<file path="src/rtl/uart_tx_arbiter.sv">
// uart_tx_arbiter: shares one uart_tx_FSM transmitter between NREQ byte
// requesters. It frames the granted byte as {stop, data, start}, issues a
// one-cycle tx_start, then counts baud ticks until the line is free again,
// because the transmitter has no busy or done output of its own.
//
// Build option: define UART_TX_ARB_FIXED_PRIO_EN to select fixed priority
// (lowest-index requester wins, no rotating pointer). If it is left undefined,
// the arbiter uses round-robin.
module uart_tx_arbiter #(
  parameter int NREQ        = 4,   // 2..8 requesters
  parameter int FRAME_TICKS = 11   // 10..15 baud ticks per frame, slack included
) (
  input  logic              clk,
  input  logic              rst,
  input  logic              tx_en,
  input  logic [NREQ-1:0]   req,
  input  logic [8*NREQ-1:0] req_data,
  output logic [NREQ-1:0]   ack,
  output logic [NREQ-1:0]   grant,
  output logic              busy,
  output logic              tx_start,
  output logic [9:0]        tx_data
);

  localparam int         IW        = (NREQ > 2) ? $clog2(NREQ) : 1;
  localparam logic [3:0] LAST_TICK = 4'(FRAME_TICKS - 1);

  typedef enum logic [1:0] {
    S_IDLE = 2'd0,
    S_LOAD = 2'd1,
    S_WAIT = 2'd2
  } state_t;

  state_t          state;
  logic [3:0]      tick_cnt;     // baud ticks seen in WAIT; stops at LAST_TICK
  logic            pick_valid;
  logic [IW-1:0]   pick;
  logic [NREQ-1:0] pick_onehot;
  logic [7:0]      pick_byte;

`ifndef UART_TX_ARB_FIXED_PRIO_EN
  localparam logic [IW-1:0] LAST_CH = IW'(NREQ - 1);

  logic [IW-1:0] ptr;            // first channel searched at the next arbitration
  logic [IW-1:0] owner;          // channel holding the transmitter

  // Rotating search: first asserted request at or after ptr, wrapping past NREQ-1.
  always_comb begin
    // NOTE: every output of a combinational block gets a default before any
    // conditional assignment, so no path leaves it unassigned and no latch appears.
    pick_valid = 1'b0;
    pick       = '0;
    for (int k = 0; k < NREQ; k++) begin
      int idx;
      idx = int'(ptr) + k;
      if (idx >= NREQ) idx = idx - NREQ;
      if (!pick_valid && req[idx]) begin
        pick_valid = 1'b1;
        pick       = IW'(idx);
      end
    end
  end
`else
  // Fixed priority: the lowest-index asserted request wins.
  always_comb begin
    pick_valid = 1'b0;
    pick       = '0;
    for (int i = NREQ - 1; i >= 0; i--) begin
      if (req[i]) begin
        pick_valid = 1'b1;
        pick       = IW'(i);
      end
    end
  end
`endif

  // One-hot form of the winner, used for both grant and ack.
  always_comb begin
    pick_onehot       = '0;
    pick_onehot[pick] = 1'b1;
  end

  assign pick_byte = req_data[8*pick +: 8];

  // Arbitration and frame sequencing. All outputs are registered here.
  always_ff @(posedge clk) begin
    if (rst) begin
      state    <= S_IDLE;
      tick_cnt <= '0;
      ack      <= '0;
      grant    <= '0;
      busy     <= 1'b0;
      tx_start <= 1'b0;
      tx_data  <= 10'h3FF;       // idle line level until the first frame
`ifndef UART_TX_ARB_FIXED_PRIO_EN
      ptr      <= '0;
      owner    <= '0;
`endif
    end else begin
      // NOTE: clocked state uses non-blocking assignments only. Every register
      // then updates from values sampled at the same edge, whatever the
      // statement order below.
      ack      <= '0;
      tx_start <= 1'b0;
      case (state)
        S_IDLE: begin
          if (pick_valid) begin
            grant    <= pick_onehot;
            ack      <= pick_onehot;
            tx_start <= 1'b1;
            busy     <= 1'b1;
            tx_data  <= {1'b1, pick_byte, 1'b0};
`ifndef UART_TX_ARB_FIXED_PRIO_EN
            owner    <= pick;
`endif
            state    <= S_LOAD;
          end
        end
        S_LOAD: begin
          // A tick here is ignored. The transmitter aligns tx_start to its next
          // tick itself, and the slack tick in FRAME_TICKS covers that delay.
          tick_cnt <= '0;
          state    <= S_WAIT;
        end
        S_WAIT: begin
          if (tx_en) begin
            if (tick_cnt == LAST_TICK) begin
              grant <= '0;
              busy  <= 1'b0;
`ifndef UART_TX_ARB_FIXED_PRIO_EN
              ptr   <= (owner == LAST_CH) ? '0 : owner + IW'(1);
`endif
              state <= S_IDLE;
            end else begin
              tick_cnt <= tick_cnt + 4'd1;
            end
          end
        end
        default: state <= S_IDLE;
      endcase
    end
  end

endmodule

</file>
<file path="config.mk">
export PLATFORM = sky130hd
export DESIGN_NAME = uart_tx_arbiter
export DESIGN_NICKNAME = d
export VERILOG_FILES = /design/src/rtl/uart_tx_arbiter.sv
export SDC_FILE = /design/constraint.sdc
export NUM_CORES = 1
export LEC_CHECK = 0
export BUFFER_PORTS_ARGS = -buffer_cell sky130_fd_sc_hd__buf_4
export CORE_ASPECT_RATIO = 2
export CORE_MARGIN = 2
export CORE_UTILIZATION = 25
export DETAILED_ROUTE_END_ITERATION = 6
export SLEW_MARGIN = 20
export SYNTH_ARGS = -nofsm -noshare
export SYNTH_HDL_FRONTEND = slang
export SYNTH_SLANG_ARGS = --single-unit
</file>
<file path="constraint.sdc">
create_clock -name clk -period 1.7 [get_ports clk]
set_clock_uncertainty 0.05 [all_clocks]
set_input_delay 0.17 -clock clk [delete_from_list [all_inputs] [get_ports clk]]
set_output_delay 0.17 -clock clk [all_outputs]
set_load 0.01 [all_outputs]
</file>
==> flow_summary.json <==
{
  "outcome": "finished, final reports clean",
  "dr.pass1.iters": 4,
  "pre_cts_ws_ns": 0.0118,
  "ant_nets": 0,
  "initial_utilization": 0.255,
  "min_delay_path_depth": 3,
  "place_area_um2": 1890,
  "drv_cap": 0,
  "htreeDepth": 2,
  "drive_gt1_frac": 0.434,
  "cts_root_buffer": "clkbuf_8",
  "num_vias": 1334,
  "ys_warn_count": 0,
  "synth_cell_types": 37,
  "arrival_ns": 1.82,
  "cp.required_ns": 1.87,
  "slew_headroom": 0.651,
  "regArea_um2": 587,
  "fp-row-count": 38,
  "ir_worst_vdd_uv": 594,
  "worstReg2RegStart": "tick_cnt[0]",
  "synth_top_area_cell": "dfxtp_1",
  "setup.worst_path.start": "tick_cnt[0]",
  "grt_max_degree": 28,
  "setup_tns_ns": 0,
  "area_growth_pct": 48.9,
  "ys_seq_area_frac": 0.424,
  "diodes": 0,
  "synth-seq-cells": 29,
  "p_leak_nw": 0.885,
  "fin_cells": 272,
  "hpwlAfterDp_mm": 2.77,
  "fmax_mhz": 607,
  "io_pins": 59,
  "synth-main-ff-cell": "dfxtp_1",
  "synthMostInstantiatedCell": "dfxtp_1",
  "hp-class": "primary input to register",
  "finalPower_mw": 1.78,
  "die_y_um": 109,
  "layout.nets": 253,
  "synth_top_area_share": 0.424,
  "syn_nets": 184,
  "fin_ws_ns": 0.0528,
  "antenna_found_initial": 0,
  "cts_tree": "done",
  "synthesis.instances": 142,
  "critPathKind": "register to register",
  "worst_slew_pin_slew_ns": 0.523,
  "numCtsBuffers": 5,
  "via_per_inst": 4.90,
  "whs_ns": 0.130,
  "r2r_end": "tick_cnt[3]",
  "clkLatencyLatePin_ns": 0.29,
  "crit_end": "tick_cnt[3]",
  "clk_pin_slew_worst_paths_ns": 0.07,
  "syn_area_um2": 1370,
  "post-route-min-period_ns": 1.65,
  "async_flop_share": 0,
  "rsz0062_at_grt": "yes",
  "powerDensity_nw_per_um2": 874,
  "grt-ovfl-total": 0,
  "cp-end-kind": "register",
  "fill_cells": 571,
  "design_area_um2": 2040,
  "final.period_utilization": 0.969,
  "path_max_fanout": 4,
  "die_w_um": 56.3,
  "design.die.area_um2": 6120,
  "synthTopCellsByArea": "dfxtp_1 (42%), mux2i_1 (13%), a21oi_1 (5.9%)",
  "numPortBuffers": 57,
  "clkSinkCount": 29,
  "setup_violations": 0,
  "final_max_slew_viol_count": 0,
  "dpl.cell_count": 259,
  "grt_util_all_layers": 0.128,
  "fin_util": 0.379,
  "grt_pass1_vias": 1303,
  "grt_first_pass_wirelength_mm": 6.00,
  "drc": 0,
  "synth_commonest_cells": "dfxtp_1 (29), mux2i_1 (18), a21oi_1 (16), nor2_1 (12), nand2_1 (10)",
  "start_kind": "register",
  "reg2regPathDepth": 7,
  "avgSynthCellArea_um2": 9.64,
  "hold_viol_final": 0,
  "wl_per_cell_um": 13.9,
  "cts_buffer_depth": 2,
  "place.gp.congestion": 0.878,
  "multi_input_area_um2": 726,
  "coreArea_um2": 5370,
  "routed_wl_mm": 3.78,
  "synth_edf_count": 0,
  "r2r_setup_slack_ns": 0.05,
  "drtIter0Drc": 42
}
[layer usage]
layer	share of wire	vias up	GRT usage
li1	-	660	-
met3	0.049	6	0.0356
met4	0.021	0	0.0680
met2	0.55	37	0.235
met5	0	-	0
met1	0.38	631	0.128
[report_power, final]
part	leakage, nW	internal, mW	switching (mW)
Sequential	0.240	0.739	0.0380
Combinational	0.601	0.234	0.205
Clock	0.0439	0.282	0.284
Total	0.885	1.26	0.527
[state kept, by name, summed over array words and instances, names as in the netlist]
signal,cells
busy,1
state,2
tick_cnt,4
ack,4
grant,4
owner,2
tx_start,1
ptr,2
tx_data,9
[worst min path at each step]
stage | endpoint | start
after floorplan | tx_data[1] | req_data[0]
after global placement | tx_data[0] | tx_data[0]
after detailed placement | tx_data[0] | tx_data[0]
after CTS | tx_data[1] | req_data[0]
after global routing | tx_data[1] | req_data[0]
final | tx_data[1] | req_data[0]
[timing repair]
action | in CTS | in global routing
hold buffers | 0 | 0
pin swaps | 1 | 7
setup endpoints to repair | 3 | 6
setup buffers | 1 | 4
gates resized for setup | 1 | 8
[layout make-up]
type	count	area share
Inverter	2	0.00368
Clock buffer	5	0.0338
Timing Repair Buffer	72	0.273
Clock inverter	3	0.00859
Multi-Input combinational cell	101	0.356
Tap cell	60	0.0368
Sequential cell	29	0.288
[worst max-delay path: stages (launching register included)]
cell	delay, ns
dfxtp_2	0.33
inv_2	0.06
ha_4	0.15
and3b_2	0.20
and4bb_2	0.34
nand4_1	0.12
xor2_1	0.18
nor3_1	0.15
[cell families (layout without fill, tap and decap cells)]
group                    count (synthesis)  in the layout  synth area share
adder cells (fa/ha/maj)                  3              3            0.0274
AO/OA/AOI/OAI                           35             35             0.182
buffers and inverters                   12             82            0.0558
other                                    1              1           0.00274
multiplexers                            19             19             0.140
flip-flops                              29             29             0.424
XOR/XNOR                                 2              2            0.0128
AND/OR/NAND/NOR                         41             41             0.155
[placed cells by master (no fill, tap or decap), types with 2 or more instances in the layout]
| cell type | count |
|---|---|
| dfxtp_1 | 26 |
| clkbuf_8 | 5 |
| nand2b_1 | 2 |
| nor3_1 | 4 |
| nor2_1 | 12 |
| nor4_1 | 3 |
| buf_4 | 70 |
| a21oi_1 | 16 |
| nand2_1 | 10 |
| ha_1 | 2 |
| or3_1 | 2 |
| o221ai_1 | 8 |
| mux2i_1 | 18 |
| a21o_1 | 2 |
| clkinv_2 | 2 |
| xor2_1 | 2 |
| dfxtp_2 | 2 |
| a32oi_1 | 2 |
(Power assumes the default switching activity.)
